## config.mk

```make
export PLATFORM = sky130hd
export DESIGN_NAME = pc_sequencer
export DESIGN_NICKNAME = d
export VERILOG_FILES = /design/src/rtl/pc_sequencer.sv
export SDC_FILE = /design/constraint.sdc
export NUM_CORES = 1
export LEC_CHECK = 0
export BUFFER_PORTS_ARGS = -buffer_cell sky130_fd_sc_hd__buf_4
export CORE_MARGIN = 5
export CORE_UTILIZATION = 48
export CTS_BUF_LIST = sky130_fd_sc_hd__clkbuf_16
export DETAILED_ROUTE_END_ITERATION = 8
export GPL_TIMING_DRIVEN = 0
export PLACE_DENSITY = 0.82
export SYNTH_ARGS = -nofsm -noshare
export SYNTH_HDL_FRONTEND = slang
export SYNTH_SLANG_ARGS = --single-unit
```

## constraint.sdc

```tcl
create_clock -name clk -period 3.1 [get_ports clk]
set_clock_uncertainty 0.15 [all_clocks]
set_input_delay 0 -clock clk [delete_from_list [all_inputs] [get_ports clk]]
set_output_delay 0 -clock clk [all_outputs]
set_load 0.02 [all_outputs]
```

## src/rtl/pc_sequencer.sv

```systemverilog
// Fetch PC sequencer: selects next PC (sequential, branch, J/JAL, JR/JALR, exception),
// holds on stall and buffers one redirect that arrives while stalled.
// Optional misaligned-target trap enabled by defining PC_ALIGN_CHECK_EN.
module pc_sequencer #(
  parameter logic [31:0] RESET_PC = 32'h0000_3000,
  parameter logic [31:0] EXC_VEC  = 32'h0000_4180
) (
  input  logic        clk,
  input  logic        reset,
  input  logic        stall,
  input  logic        br_take,
  input  logic [31:0] br_target,
  input  logic        j_take,
  input  logic [25:0] j_index,
  input  logic [31:0] pc_base,
  input  logic        jr_take,
  input  logic [31:0] jr_target,
  input  logic        exc_take,
  output logic [31:0] pc,
  output logic [31:0] pc_plus4,
  output logic        redir,
  output logic        pend,
  output logic        adel
);

  typedef enum logic {RUN, PEND} state_t;

  // Priority class of a redirect request; a larger value wins.
  localparam logic [1:0] CLS_NONE = 2'd0;
  localparam logic [1:0] CLS_BR   = 2'd1;
  localparam logic [1:0] CLS_J    = 2'd2;
  localparam logic [1:0] CLS_JR   = 2'd3;

  state_t      state, state_n;
  logic [31:0] pend_tgt, pend_tgt_n;
  logic [1:0]  pend_cls, pend_cls_n;
  logic [31:0] pc_n;
  logic        redir_n, adel_n;

  logic [1:0]  req_cls;
  logic [31:0] req_tgt;
  logic        load_en;
  logic [31:0] load_tgt;
  logic        misaligned;

  // Only the region bits of pc_base take part in the J target.
  logic unused_pc_base_bits;
  assign unused_pc_base_bits = ^pc_base[27:0];

  // NOTE: every variable written in an always_comb gets a default first, so no path
  // leaves it unassigned and no latch is inferred.
  always_comb begin
    req_cls = CLS_NONE;
    req_tgt = '0;
    if (jr_take) begin
      req_cls = CLS_JR;
      req_tgt = jr_target;
    end else if (j_take) begin
      req_cls = CLS_J;
      req_tgt = {pc_base[31:28], j_index, 2'b00};
    end else if (br_take) begin
      req_cls = CLS_BR;
      req_tgt = br_target;
    end
  end

  // NOTE: state uses non-blocking assignments so every register samples the
  // pre-edge values computed by the combinational blocks.
  always_ff @(posedge clk) begin
    if (reset) begin
      state    <= RUN;
      pc       <= RESET_PC;
      pend_tgt <= '0;
      pend_cls <= CLS_NONE;
      redir    <= 1'b0;
      adel     <= 1'b0;
    end else begin
      state    <= state_n;
      pc       <= pc_n;
      pend_tgt <= pend_tgt_n;
      pend_cls <= pend_cls_n;
      redir    <= redir_n;
      adel     <= adel_n;
    end
  end

  always_comb begin
    state_n    = state;
    pc_n       = pc;
    pend_tgt_n = pend_tgt;
    pend_cls_n = pend_cls;
    redir_n    = 1'b0;
    adel_n     = 1'b0;
    load_en    = 1'b0;
    load_tgt   = '0;

    if (exc_take) begin
      pc_n       = EXC_VEC;
      redir_n    = 1'b1;
      state_n    = RUN;
      pend_tgt_n = '0;
      pend_cls_n = CLS_NONE;
    end else begin
      unique case (state)
        RUN: begin
          if (!stall) begin
            if (req_cls != CLS_NONE) begin
              load_en  = 1'b1;
              load_tgt = req_tgt;
            end else begin
              pc_n = pc_plus4;
            end
          end else if (req_cls != CLS_NONE) begin
            pend_tgt_n = req_tgt;
            pend_cls_n = req_cls;
            state_n    = PEND;
          end
        end
        PEND: begin
          if (stall) begin
            if (req_cls > pend_cls) begin
              pend_tgt_n = req_tgt;
              pend_cls_n = req_cls;
            end
          end else begin
            // The buffered redirect owns the delay slot; same-cycle requests are dropped.
            load_en    = 1'b1;
            load_tgt   = pend_tgt;
            state_n    = RUN;
            pend_tgt_n = '0;
            pend_cls_n = CLS_NONE;
          end
        end
        default: state_n = RUN;
      endcase
    end

    if (load_en) begin
      redir_n = 1'b1;
      if (misaligned) begin
        pc_n       = EXC_VEC;
        adel_n     = 1'b1;
        state_n    = RUN;
        pend_tgt_n = '0;
        pend_cls_n = CLS_NONE;
      end else begin
        pc_n = load_tgt;
      end
    end
  end

`ifdef PC_ALIGN_CHECK_EN
  assign misaligned = load_tgt[1:0] != 2'b00;
`else
  assign misaligned = 1'b0;
`endif

  always_comb begin
    pc_plus4 = pc + 32'd4;
    pend     = (state == PEND);
  end

endmodule

```

==> reports/qor.txt <==
Routed wire length = 17300 um
Tcrit/Tclk final = 99.9%
GRT Resource Usage Total = 30.6%
Post-Synthesis Cells = 528
GR Overflow Total = 0
Post-synthesis cell type count = 64
First-pass GRT wire length = 27400 um
Htree depth = 3
Relative slew slack = 32.5%
GR peak layer = met2
Placer Congestion = 0.902
Antenna Nets Post-Route = 0
Clock Sinks = 68
Critical-path cell list = buf_4 > clkbuf_1 > buf_2 > clkbuf_1 > nor2_1 > ha_1 > o311ai_0 > a21oi_1 > o21a_1 > clkbuf_1 > buf_1 > a22o_1
Die W = 104 um
Mapped Area = 4230 sq um
Yosys warnings = 0
Hold Crit Class = in2reg
Reg2reg path depth = 6
Layout area overhead = 46.5%
Worst setup SP type = input port
CP Capture Type = register
Synth Flop Type = dfxtp_1
Post-CTS setup buffers = 0
Core area = 8640 sq um
Initial core utilization = 49.0%
Worst slew pin tran = 1.00 ns
Total number of vias = 5310
# setup viols final = 0
Grt met3 use = 5.90%
Worst Setup SP = jr_take
Cell taking the most area after synthesis = dfxtp_1
Top post-synthesis cells by area = dfxtp_1 32%, o21ai_0 6.2%, a22o_1 5.8%, nand2_1 5.1%, a221oi_1 3.9%
Worst reg2reg path endpoint = pc[18]
Reg2reg setup slack = 0.42 ns
Pwr Density = 402 nW/um^2
Status = completed
DPL Wire Length = 12800 um
Avg Cell Area, Syn = 8.01 sq um
Final nets = 869
Syn Nets = 659
Clock buffer depth = 2
Clk_lat worst skew = 0.33 ns
Clk slew on worst S/H paths = 0.06 ns
Drt drc = 0
TritonCTS Buffers = 9
Ant diodes = 0
Fmax = 0.323 GHz
1st-iter DRT viols = 484
Post-synth top cells = 68 x dfxtp_1, 57 x nand2_1, 52 x o21ai_0
Fin. max-slew vios = 0
Vias per cell = 6.24
Share of post-route cells with drive strength above 1 = 28.3%
Min Tclk post-route = 3.10 ns
Final hold vios = 0
Met1 usage = 38.8%
CP Class = in2reg
WL/cell = 20.4 um
Minimum hold slack = 0.00680 ns
Number of global-route vias before repair = 5328
Worst path slowest cell = buf_1
Initial antenna violation count = 0
Async SR Flop Fraction = 0%
Synth Register Bits = 68
RSZ-0062 raised after global routing = yes
Max Cap Violations = 0
Yosys top cell area share = 32.2%
Met2 Use GR = 51.2%
Max stage delay on crit path = 0.49 ns
I/O pin count = 196
Die Area = 10800 sq um
Post-synth EDFFs = 0
Crit-path max FO = 10
Port buffer count = 166
Worst vdd ir = 0.000272 V
Crit-path most repeated cell = clkbuf_1
TritonRoute pass-1 iters = 6
WP data required = 3.22 ns
Sequential area share after synthesis = 32.2%
Total negative slack = 0 ns
CTS tree = done
Most numerous cell in the Yosys netlist = dfxtp_1
Worst Setup EP = pend_tgt[27]
RR Startpoint = pc[2]
Largest net degree at the start of global routing = 11
Lkg Pwr = 0.00266 uW
Fillers = 698
Root Driver = clkbuf_16
Arrival time of the worst setup path = 3.22 ns
# rows = 34
Die Y = 104 um
-- per-stage QoR --
stage                     power [uW]  setup WS [ns]  instances  utilization [%]  area (sq um)
after floorplan                 1280          0.587        528                -          4230
after global placement          1550         -0.122        802             65.0          5610
after detailed placement        1560         -0.213        802             65.0          5610
after CTS                       2470          0.115        851             71.7          6200
after global routing            2570         -0.108        851             71.8          6200
final                           2490        0.00325        851             71.8          6200
-- critical path: cells and delay by family --
kind | cells | cell delay, ns
and+or+nand+nor | 1 | 0.10
AOI/OAI and AO/OA | 4 | 0.83
adders and majority gates | 1 | 0.30
buffers and inverters | 6 | 1.97
-- worst min path at each step --
| stage | depth (start not counted) | slack [ns] | startpoint | to |
|---|---|---|---|---|
| 3_5_place_dp | 2 | 0.16 | reset | pc[12] |
| 5_1_grt | 3 | 0.02 | jr_target[24] | pend_tgt[24] |
| 3_3_place_gp | 2 | 0.16 | reset | pc[12] |
| 4_1_cts | 3 | 0.004 | stall | pc[14] |
| 6_report | 5 | 0.007 | jr_target[0] | pc[0] |
| 2_1_floorplan | 1 | -0.02 | reset | pc[12] |
-- power by group --
group | switching, uW | total, uW | internal (uW)
Sequential | 49.3 | 966 | 917
Clock | 376 | 899 | 524
Combinational | 340 | 629 | 289
-- layout by cell type (no fill, tap or decap), drive strengths merged, types with 22 or more instances in the layout --
cell,n
a21oi,31
a22o,28
a22oi,22
buf,185
clkbuf,41
dfxtp,68
dlygate4sd3,33
nand2,57
nor2,23
o21ai,53
-- timing repair --
| action | in CTS | in global routing |
|---|---|---|
| endpoints found under the setup margin | 0 | 30 |
| hold buffers | 33 | 0 |
| resized for setup | 0 | 5 |
| endpoints found under the hold margin | 40 | 0 |
-- layout make-up --
type                       count  area [sq um]  area share, %
multi-input combinational    398          2600           41.9
timing repair buffer         199          1580           25.4
sequential                    68          1360           22.0
buffer                        51           231           3.73
clock buffer                   9           225           3.63
tap                          108           135           2.18
inverter                      11          41.3          0.666
clock inverter                 7          28.8          0.464
-- sequential cells by signal (all words and copies together), names as in the netlist --
register and flops:
pend_cls 2, pend 1, pend_tgt 32, redir 1, pc 32
-- routing by layer --
| metal | part of all wire, % | wire, um |
|---|---|---|
| met5 | 0 | 0 |
| met4 | 2.5 | 441 |
| met3 | 9.3 | 1620 |
| met2 | 48 | 8380 |
| met1 | 40 | 6880 |
-- kinds of logic after synthesis --
family                     share of synthesized area (%)
and+or+nand+nor                                     20.3
DFF                                                 32.2
xor gates and xnor gates                            5.38
adders and majority gates                          0.591
AOI/OAI and AO/OA                                   34.4
other                                             0.0886
muxes                                              0.710
buffers and inverters                               6.39
No activity file was read; power rests on OpenSTA's default activity.
